<file path="config.mk">
export PLATFORM = sky130hd
export DESIGN_NAME = bird_physics
export DESIGN_NICKNAME = d
export VERILOG_FILES = /design/src/rtl/bird_physics.sv
export SDC_FILE = /design/constraint.sdc
export NUM_CORES = 1
export LEC_CHECK = 0
export ABC_CLOCK_PERIOD_IN_PS = 5500
export CORE_MARGIN = 2
export CORE_UTILIZATION = 55
export DETAILED_ROUTE_END_ITERATION = 6
export DONT_BUFFER_PORTS = 1
export PLACE_DENSITY = 0.68
export SYNTH_ARGS = -nofsm -noshare
export SYNTH_HDL_FRONTEND = slang
export SYNTH_SLANG_ARGS = --single-unit
</file>
<file path="constraint.sdc">
create_clock -name clk -period 5.5 [get_ports clk]
set_input_delay 0.275 -clock clk [delete_from_list [all_inputs] [get_ports clk]]
set_output_delay 0.275 -clock clk [all_outputs]
set_load 0.005 [all_outputs]
</file>
<file path="src/rtl/bird_physics.sv">
// Bird vertical physics and game-state FSM (IDLE/FLY/DEAD), updated once per frame_tick.
// Optional macro CEILING_KILL_EN: hitting the ceiling kills the bird instead of clamping.
module bird_physics #(
    parameter int unsigned Y_W       = 10,
    parameter int unsigned V_W       = 8,
    parameter int unsigned Y_START   = 240,
    parameter int unsigned Y_MAX     = 464,
    parameter int unsigned GRAVITY   = 1,
    parameter int unsigned FLAP_VEL  = 8,
    parameter int unsigned MAX_FALL  = 10,
    parameter int unsigned DEAD_HOLD = 60
) (
    input  logic                  clk,
    input  logic                  rst_n,
    input  logic                  flap_btn_i,
    input  logic                  frame_tick_i,
    output logic [Y_W-1:0]        bird_y_o,
    output logic signed [V_W-1:0] bird_vel_o,
    output logic [1:0]            state_o,
    output logic                  alive_o,
    output logic                  flap_ack_o
);

    localparam int unsigned SW = Y_W + 2;
    localparam int unsigned HW = $clog2(DEAD_HOLD + 1);

    localparam logic [Y_W-1:0]        YStart     = Y_W'(Y_START);
    localparam logic [Y_W-1:0]        YStartFlap = Y_W'(Y_START - FLAP_VEL);
    localparam logic [Y_W-1:0]        YMaxY      = Y_W'(Y_MAX);
    localparam logic signed [SW-1:0]  YMaxS      = SW'(Y_MAX);
    localparam logic signed [V_W-1:0] VelFlap    = -(V_W'(FLAP_VEL));
    localparam logic signed [V_W-1:0] VelMax     = V_W'(MAX_FALL);
    localparam logic signed [V_W:0]   VelMaxW    = (V_W + 1)'(MAX_FALL);
    localparam logic [HW-1:0]         HoldInit   = HW'(DEAD_HOLD);

    typedef enum logic [1:0] {
        StIdle = 2'b00,
        StFly  = 2'b01,
        StDead = 2'b10
    } state_e;

    state_e                state_q;
    logic [Y_W-1:0]        bird_y_q;
    logic signed [V_W-1:0] vel_q;
    logic                  alive_q;
    logic                  flap_ack_q;
    logic                  flap_pend_q;
    logic                  flap_pend_d;
    logic [HW-1:0]         hold_cnt_q;
    logic                  btn_q;

    logic                  rise;
    logic                  flap;
    logic signed [V_W:0]   vel_inc;
    logic signed [V_W-1:0] vel_n;
    logic signed [SW-1:0]  y_n;

    // A rise on a tick cycle is consumed by that tick; pending flaps never outlive a tick.
    always_comb begin
        rise        = flap_btn_i & ~btn_q;
        flap        = flap_pend_q | rise;
        flap_pend_d = frame_tick_i ? 1'b0 : (flap_pend_q | rise);
    end

    always_comb begin
        vel_inc = {vel_q[V_W-1], vel_q} + (V_W + 1)'(GRAVITY);
        if (flap) begin
            vel_n = VelFlap;
        end else if (vel_inc > VelMaxW) begin
            vel_n = VelMax;
        end else begin
            vel_n = vel_inc[V_W-1:0];
        end
        y_n = {2'b00, bird_y_q} + {{(SW - V_W){vel_n[V_W-1]}}, vel_n};
    end

    always_ff @(posedge clk or negedge rst_n) begin
        if (!rst_n) begin
            state_q     <= StIdle;
            bird_y_q    <= YStart;
            vel_q       <= '0;
            alive_q     <= 1'b0;
            flap_ack_q  <= 1'b0;
            flap_pend_q <= 1'b0;
            hold_cnt_q  <= '0;
            btn_q       <= 1'b0;
        end else begin
            btn_q       <= flap_btn_i;
            flap_pend_q <= flap_pend_d;
            flap_ack_q  <= 1'b0;
            if (frame_tick_i) begin
                case (state_q)
                    StFly: begin
                        flap_ack_q <= flap;
                        if (y_n >= YMaxS) begin
                            state_q    <= StDead;
                            alive_q    <= 1'b0;
                            bird_y_q   <= YMaxY;
                            vel_q      <= '0;
                            hold_cnt_q <= HoldInit;
                        end else if (y_n[SW-1]) begin
                            bird_y_q <= '0;
                            vel_q    <= '0;
`ifdef CEILING_KILL_EN
                            state_q    <= StDead;
                            alive_q    <= 1'b0;
                            hold_cnt_q <= HoldInit;
`endif
                        end else begin
                            bird_y_q <= y_n[Y_W-1:0];
                            vel_q    <= vel_n;
                        end
                    end
                    StDead: begin
                        // Flaps are discarded until the hold window has fully expired.
                        if (hold_cnt_q != '0) begin
                            hold_cnt_q <= hold_cnt_q - HW'(1);
                        end else if (flap) begin
                            state_q  <= StIdle;
                            bird_y_q <= YStart;
                            vel_q    <= '0;
                        end
                    end
                    default: begin
                        if (flap) begin
                            state_q    <= StFly;
                            alive_q    <= 1'b1;
                            bird_y_q   <= YStartFlap;
                            vel_q      <= VelFlap;
                            flap_ack_q <= 1'b1;
                        end else begin
                            state_q  <= StIdle;
                            alive_q  <= 1'b0;
                            bird_y_q <= YStart;
                            vel_q    <= '0;
                        end
                    end
                endcase
            end
        end
    end

    assign bird_y_o   = bird_y_q;
    assign bird_vel_o = vel_q;
    assign state_o    = state_q;
    assign alive_o    = alive_q;
    assign flap_ack_o = flap_ack_q;

endmodule

</file>
* Word level (Yosys, flattened, before mapping)
Index checks and enable logic that the tools add are counted.
Word-level totals: register bits after elaboration 30, input port bits 4, output and inout bits 22, logic and storage cells 57
Cells by class: add/subtract/negate cells 3, $lt $le $gt $ge 2, eq/ne operators 6, muxes and demuxes 28, bitwise logic cells 4, reduce and logical (&&, ||, !) cells 6
Operators with widths (number):
- two-way mux 8 bit | 7
- two-way mux 10 bit | 4
- one-hot mux 10 bit (2 select lines) | 1
- one-hot mux 8 bit (2 select lines) | 1
- adder 11 x 8 -> 12 bit | 1
- >= comparator 12 x 10 -> 1 bit, second input constant | 1
- two-way mux 6 bit | 2
- one-hot mux 6 bit (2 select lines) | 1
- adder 8 x 2 -> 9 bit, second input constant | 1
- greater-than comparator 9 x 5 -> 1 bit, second input constant | 1
- != test 2 bit, second input constant | 4
- AND reduction 4 bit | 2
- two-way mux 2 bit | 3
- AND reduction 3 bit | 2
- nonzero test 6 bit | 1
- subtractor 6 x 1 -> 6 bit, second input constant | 1
- two-way mux 1 bit | 5
- two-way mux 5 bit | 1
- one-hot mux 1 bit (2 select lines) | 2
- one-hot mux 2 bit (2 select lines) | 1
- == test 2 x 1 -> 1 bit, second input constant | 1
- == test 2 bit, second input constant | 1
- inverter 1 bit | 2
- nonzero test 2 bit | 1
- other kinds (2) | 2

* Longest topological paths before layout
Gate-level depths: netlist of run 1.
depth after elaboration 8, mapped depth 21, mapped depth without buffers 20

* Least setup slack after synthesis of run 1
No wires, ideal clock.
path kind register to register, start reg vel_q[0], in the netlist bird_vel_o[0], end reg hold_cnt_q[3], arrival 3873 ps, path slack 1555 ps, cell stages (with the launch flop) 19, cell sequence dfrtp_1 ha_1 o21ai_0 a31oi_1 a21oi_1 o22ai_1 a21boi_0 inv_1 a21oi_1 ha_1 a211oi_2 o211ai_2 a31oi_4 o21bai_1 ha_1 nand2b_1 or3_4 and4_4 nor2_1
On the way: word-level cells in the longest chain between the ends 8
RTL lines:
- start: declaration | RTL line 44 | logic signed [V_W-1:0] vel_q;
- start signal: assignment | RTL line 111 | vel_q <= vel_n;
- start signal: assignment | RTL line 129 | vel_q <= VelFlap;
- adder 8 x 2 -> 9 bit (*) | RTL line 66 | vel_inc = {vel_q[V_W-1], vel_q} + (V_W + 1)'(GRAVITY);
- greater-than comparator 9 x 5 -> 1 bit | RTL line 69 | end else if (vel_inc > VelMaxW) begin
- two-way mux 8 bit (*) | RTL line 69
- two-way mux 8 bit (*) | RTL line 67 | if (flap) begin
- adder 11 x 8 -> 12 bit (*) | RTL line 74 | y_n = {2'b00, bird_y_q} + {{(SW - V_W){vel_n[V_W-1]}}, vel_n};
- >= comparator 12 x 10 -> 1 bit (*) | RTL line 95 | if (y_n >= YMaxS) begin
- != test 2 bit (no line) (*)
- AND reduction 4 bit (no line) (*)
- end signal: assignment | RTL line 100 | hold_cnt_q <= HoldInit;
- end signal: assignment | RTL line 117 | hold_cnt_q <= hold_cnt_q - HW'(1);
- end: declaration | RTL line 49 | logic [HW-1:0] hold_cnt_q;
Every way passes the cells marked *; elsewhere a longest branch is shown, timed or not. A chain may end at the register's enable or synchronous reset.

* Final worst setup path of run 1
start reg vel_q[1], in the netlist bird_vel_o[1], end reg hold_cnt_q[0]
The elaborated chain is that of the path after synthesis.

==> impl_metrics.tcl, run 1 <==
set metrics [dict create \
    wl_met2_um 2516 \
    clkLatencyLatePin_ns 0.30 \
    final.min_clock_period_ns 4.741 \
    die_h_um 69.07 \
    fmax_mhz 210.9 \
    wire_per_inst_um 17.08 \
    wl_met3_um 259 \
    layout_worst_path_cycle_share 0.8619 \
    diodes 0 \
    avgViaCountPerCell 6.252 \
    io_buffers 0 \
    grt_max_degree 31 \
    fin_worst_skew_ns 0.01209 \
    synth_compound_area_frac 0.2611 \
    rows 23 \
    reg2reg_from "bird_vel_o[1]$_DFFE_PN0P_" \
    path_cells "inv_1 > ha_1 > nor2_1 > nand2_1 > a31oi_1 > o22ai_1 > a21boi_0 > nand2b_1 > nor2_1 > ha_1 > fa_1 > nand3_1 > a21oi_1 > a221oi_1 > nor4_1 > a311oi_2 > a21oi_4 > o21ai_2 > nand2_1 > mux2i_1" \
    core_area_sq_um 4029 \
    synth-edff-count 0 \
    cts_setup_buffers 0 \
    avgSynthCellArea_sq_um 9.277 \
    ctsLongestPathBuffers 2 \
    synth_area_sq_um 2328 \
    cts_inserted_buffers 5 \
    critPathBufInv 1 \
    yosys.cell_types.count 60 \
    seq_area_sq_um 755.7 \
    setup_viol 0 \
    yosysWarnings 0 \
    synth.mux.area_fraction 0.01720 \
    synth-seq-cells 30 \
    critical_path.top_delay_family "compound AO/OA/AOI/OAI gates" \
    drt-met1-wl_um 2360 \
    antenna_found_initial 0 \
    worstSetupStartpointType "flip-flop" \
    worst_pin_slew_ns 0.5600 \
    synthSimpleGateAreaFrac 0.2042 \
    drt_wl_total_um 5209 \
    synth_xor_area_frac 0.04138 \
    grt_overflow 0 \
    outcome "finished, final reports clean" \
    clock_tree.root_cell "clkbuf_8" \
    ff2ff_path_depth 20 \
    async_flop_share 1.000 \
    arrival_ns 4.91 \
    drt_first_iter_violations 83 \
    fin_util 0.6208 \
    reg2reg_to "hold_cnt_q[0]$_DFFE_PN0P_" \
    dpl_cell_area_sq_um 2352 \
    fillers 343 \
    max_slew_margin 0.6258 \
    critPathKind "reg -> reg" \
    drive_gt1_frac 0.1333 \
    grt_pass1_wl_um 8790 \
    start_util 0.5780 \
    cts_sinks 30 \
    cts_tree "built" \
    place_congestion 0.8379 \
    grt_pass1_vias 1796 \
    max_stage_delay_ns 0.51 \
    vias 1907 \
    synth_ff_type "dfrtp_1" \
    worstHoldPathCells 1 \
    critPathCaptureType "flip-flop" \
    r2r_setup_slack_ns 0.76 \
    die_w_um 69.07 \
    area_delta_synth_final_pct 7.415 \
    drc_errors 0 \
    finalMaxSlewViolations 0 \
    cap_violations 0 \
    syn-num-nets 275 \
    fin_tns_setup_ns 0 \
    ir_worst_vdd_v 0.0002893 \
    min_to "flap_pend_q$_DFF_PN0_" \
    cp_slowest_cell "dfrtp_1" \
    grt_usage 0.2302 \
    power_density_nw_per_um2 586.0 \
    dieArea_sq_um 4770 \
    ios 26 \
    firstDrtPassIters 4 \
    synthTopCellsByArea "dfrtp_1 (28%), ha_1 (10%), a21oi_1 (4.5%), dfstp_2 (4.5%), nor2_1 (3.9%)" \
    synth_most_common_cell "dfrtp_1" \
    final_area_sq_um 2501 \
    synth_top_area_share 0.2794 \
    p_leak_nw 1.097 \
    preCtsSetupSlack_ns 0.9144 \
    detailed_place_hpwl_um 3828 \
    postSynthCellCount 251 \
    fin_ws_ns 0.7594 \
    highest_layer "met4" \
    required_ns 5.67 \
    path_clk_slew_ns 0.07 \
    multi_input_area_sq_um 1478 \
    min_from "frame_tick_i" \
    synthAdderAreaFrac 0.1107 \
    hold_viol 0 \
    fin_nets 278 \
    hp-class "in -> reg" \
    crit_start "bird_vel_o[1]$_DFFE_PN0P_" \
    rsz0062_at_grt "no" \
    netlist_top_cells_count "dfrtp_1 (26), nor2_1 (24), nand2_1 (22)" \
    htreeDepth 2 \
    crit_cells 20 \
    path_max_fanout 12 \
    synth_top_family_by_area "compound AO/OA/AOI/OAI gates" \
    yosysSeqAreaShare 0.3246 \
    ant_nets 0 \
    synth_top_area_cell "dfrtp_1" \
]
[timing repair]
item	4_1_cts	5_1_grt
resized for setup	0	0
hold buffers	3	0
hold endpoints to repair	31	0
[cell type report]
type                    instances  area share
multi-input cells             199      0.5908
clock buffers                   5     0.02751
well taps                      50     0.02501
repair buffers                  3     0.01601
clock inverters                 3     0.01601
inverters                      15     0.02251
flip-flops and latches         30      0.3022
[cells in the final DEF, fill, tap and decap left out, types with 3 or more instances in the layout]
master,Yosys,layout
nor2_1,24,24
inv_1,14,14
xnor2_1,4,4
o21ai_0,9,9
o21bai_1,3,3
nand3_1,6,6
dfstp_2,4,4
and3_1,3,3
nor4_1,4,4
a21oi_1,21,21
a21o_1,8,8
nor3_1,5,5
mux2i_1,4,4
nand2_1,22,22
ha_1,19,19
dfrtp_1,26,26
a22o_1,6,6
clkbuf_8,0,5
a31oi_1,4,4
nand2b_1,5,5
xor2_1,7,7
[worst max path at each step]
stage,end,slack (ns)
floorplan,hold_cnt_q[3]$_DFFE_PN0P_,1.56
global placement,hold_cnt_q[1]$_DFFE_PN0P_,0.95
detailed placement,hold_cnt_q[0]$_DFFE_PN0P_,0.91
CTS,hold_cnt_q[0]$_DFFE_PN0P_,0.77
global route,hold_cnt_q[1]$_DFFE_PN0P_,0.31
finish,hold_cnt_q[0]$_DFFE_PN0P_,0.76
[flip-flops by register name (all words and copies together) (netlist names)]
name         cells
hold_cnt_q       6
bird_vel_o       8
alive_o          1
btn_q            1
flap_pend_q      1
state_o          2
bird_y_o        10
flap_ack_o       1
[cell families (layout without fill, tap and decap cells)]
kind of cell             Yosys count  in the layout
AND/OR/NAND/NOR                   85             85
adder cells (fa/ha/maj)           20             20
XOR/XNOR                          11             11
multiplexers                       4              4
flip-flops                        30             30
AO/OA/AOI/OAI                     79             79
buffers and inverters             22             26
[metrics by stage]
stage          hold WS (ns)  power, mW  cells
3_3_place_gp       -0.01975      1.220    294
4_1_cts             0.02456      1.468    305
5_1_grt             0.01924      1.583    305
6_report            0.03078      1.466    305
3_5_place_dp       -0.01967      1.224    294
2_1_floorplan      -0.02059      1.076    251
[routing by layer]
layer	track usage	vias to the layer above
met2	0.3643	51
met4	0.08061	0
met3	0.06287	8
met1	0.3025	920
met5	0	-
li1	-	928
[power breakdown]
| part | switching [mW] | internal, mW | total, mW | leakage [nW] |
|---|---|---|---|---|
| registers | 0.0931 | 0.299 | 0.392 | 0.373 |
| logic | 0.514 | 0.336 | 0.850 | 0.666 |
| clock network | 0.0905 | 0.133 | 0.224 | 0.0579 |
| total | 0.698 | 0.768 | 1.47 | 1.10 |
Power figures use the tool's default switching activity.
==> run 2: changes to the inputs <==
--- a/config.mk
+++ b/config.mk
@@ -6,6 +6,7 @@
 export NUM_CORES = 1
 export LEC_CHECK = 0
 export ABC_CLOCK_PERIOD_IN_PS = 5500
+export CORE_ASPECT_RATIO = 0.8
 export CORE_MARGIN = 2
 export CORE_UTILIZATION = 55
 export DETAILED_ROUTE_END_ITERATION = 6
==> run 2 against run 1 <==
Hold slack lost 0.012 ns. Utilization shrank 1.9 points. Critical path depth shrank 1. Cell area shrank 0.75%. Global-route usage shrank 0.19 points. Non-clock buffer count shrank 1. Routed wire length shrank 4.7%. Fmax grew 2.0%. Via count shrank 2.8%. Critical path type unchanged. Largest power group unchanged.
==> impl_metrics.tcl, run 2 (synthesized netlist as in run 1, its figures left out) <==
set metrics [dict create \
    outcome "finished, final reports clean" \
    clock_tree.root_cell "clkbuf_8" \
    reg2reg_from "bird_vel_o[0]$_DFFE_PN0P_" \
    dieArea_sq_um 4773 \
    grt_overflow 0 \
    ir_worst_vdd_v 0.0003279 \
    ant_nets 0 \
    arrival_ns 4.82 \
    max_stage_delay_ns 0.50 \
    critical_path.top_delay_family "compound AO/OA/AOI/OAI gates" \
    layout_common_cells "dfrtp_1 (26), nor2_1 (24), nand2_1 (22), a21oi_1 (21), ha_1 (19)" \
    grt_pass1_vias 1800 \
    finalMaxSlewViolations 0 \
    fin_util 0.6018 \
    r2r_setup_slack_ns 0.85 \
    drt_first_iter_violations 107 \
    max_slew_margin 0.6360 \
    critPathKind "reg -> reg" \
    cts_tree "built" \
    cts_sinks 30 \
    start_util 0.5645 \
    cp_slowest_cell "dfrtp_1" \
    core_area_sq_um 4125 \
    critPathBufInv 0 \
    whs_ns 0.01847 \
    p_leak_nw 1.083 \
    use_met1 0.3159 \
    ctsLongestPathBuffers 2 \
    fmax_mhz 215.1 \
    grt_usage 0.2282 \
    cts_setup_buffers 0 \
    cts_hold_buf 2 \
    worstSetupStartpointType "flip-flop" \
    drive_gt1_frac 0.1299 \
    grt_pass1_wl_um 8735 \
    final_common_cell "dfrtp_1" \
    grt_use_met3 0.06541 \
    ios 26 \
    fin_worst_skew_ns 0.006417 \
    min_from "flap_btn_i" \
    place_congestion 0.9076 \
    diodes 0 \
    power_density_nw_per_um2 570.6 \
    avgViaCountPerCell 5.958 \
    preCtsSetupSlack_ns 0.9433 \
    critPathCaptureType "flip-flop" \
    worst_pin_slew_ns 0.5460 \
    fin_ws_ns 0.8503 \
    ff2ff_path_depth 19 \
    rsz0062_at_grt "no" \
    die_w_um 76.75 \
    min_to "btn_q$_DFF_PN0_" \
    path_max_fanout 12 \
    io_buffers 0 \
    placed_cells 301 \
    cap_violations 0 \
    htreeDepth 2 \
    drt_wl_total_um 4962 \
    largest_register_ffs 10 \
    vias 1853 \
    antenna_found_initial 0 \
    reg2reg_to "hold_cnt_q[3]$_DFFE_PN0P_" \
    fillers 369 \
    detailed_place_hpwl_um 3736 \
    setup_viol 0 \
    final_cell_count_no_fill 311 \
    path_cells "ha_1 > o21ai_0 > a31oi_1 > a21oi_1 > o22ai_1 > a21boi_0 > nand2b_1 > nor2_1 > ha_1 > fa_1 > nand3_1 > a21oi_1 > a221oi_1 > nor4b_2 > a311oi_2 > a21oi_4 > o21ai_2 > and4_4 > nor2_1" \
    fin_tns_setup_ns 0 \
    worstHoldPathCells 0 \
    cts_inserted_buffers 5 \
    die_h_um 62.20 \
    hold_viol 0 \
    rows 21 \
    layout_worst_path_cycle_share 0.8454 \
    final.min_clock_period_ns 4.650 \
    grt_max_degree 31 \
    firstDrtPassIters 4 \
    drc_errors 0 \
    busiest_layer "met2" \
    wire_per_inst_um 15.95 \
    clkLatencyLatePin_ns 0.29 \
    fin_nets 277 \
    cts_resized 0 \
    required_ns 5.67 \
    grt_use_met2 0.3575 \
    hp-class "in -> reg" \
    path_clk_slew_ns 0.06 \
    area_delta_synth_final_pct 6.609 \
]
-- run 2: cell count changes in the layout (fill, tap and decap cells not counted) --
cell / delta
clkbuf_8: +1
clkbuf_1: +1
dlygate4sd3_1: -1
bufinv_16: -1
clkinv_2: -1
-- run 2: how the worst max path moves through the flow --
stage | start | end | slack, ns | cells past startpoint
final | bird_vel_o[0]$_DFFE_PN0P_ | hold_cnt_q[3]$_DFFE_PN0P_ | 0.85 | 19
after floorplan | bird_vel_o[0]$_DFFE_PN0P_ | hold_cnt_q[3]$_DFFE_PN0P_ | 1.56 | 18
after global placement | bird_vel_o[1]$_DFFE_PN0P_ | hold_cnt_q[1]$_DFFE_PN0P_ | 0.93 | 20
after detailed placement | bird_vel_o[1]$_DFFE_PN0P_ | hold_cnt_q[1]$_DFFE_PN0P_ | 0.94 | 20
after global routing | bird_vel_o[0]$_DFFE_PN0P_ | hold_cnt_q[1]$_DFFE_PN0P_ | 0.44 | 19
after CTS | bird_vel_o[0]$_DFFE_PN0P_ | hold_cnt_q[1]$_DFFE_PN0P_ | 0.90 | 19
-- run 2: routing by layer --
layer  routed length [um]  share of wire
met2                 2184           0.44
met3                  336          0.068
met4                   36         0.0073
met5                    0              0
met1                 2404           0.48
-- run 2: area by class of cell --
cell class	count	area, sq um	area share
clock buffer	7	86.33	0.03478
tap	57	71.32	0.02873
sequential	30	755.7	0.3044
inverter	15	56.30	0.02268
clock inverter	1	5.005	0.002016
multi-input combinational	199	1478	0.5953
timing repair buffer	2	30.03	0.01210
-- run 2: through the flow --
step	cell area, sq um	power, mW
global placement	2361	1.219
global route	2482	1.547
detailed placement	2361	1.220
floorplan	2328	1.076
finish	2482	1.416
CTS	2482	1.420
-- run 2: report_power, final --
part	internal [mW]	switching, mW
registers	0.299	0.0929
clock network	0.101	0.0850
logic	0.334	0.504
total	0.734	0.682
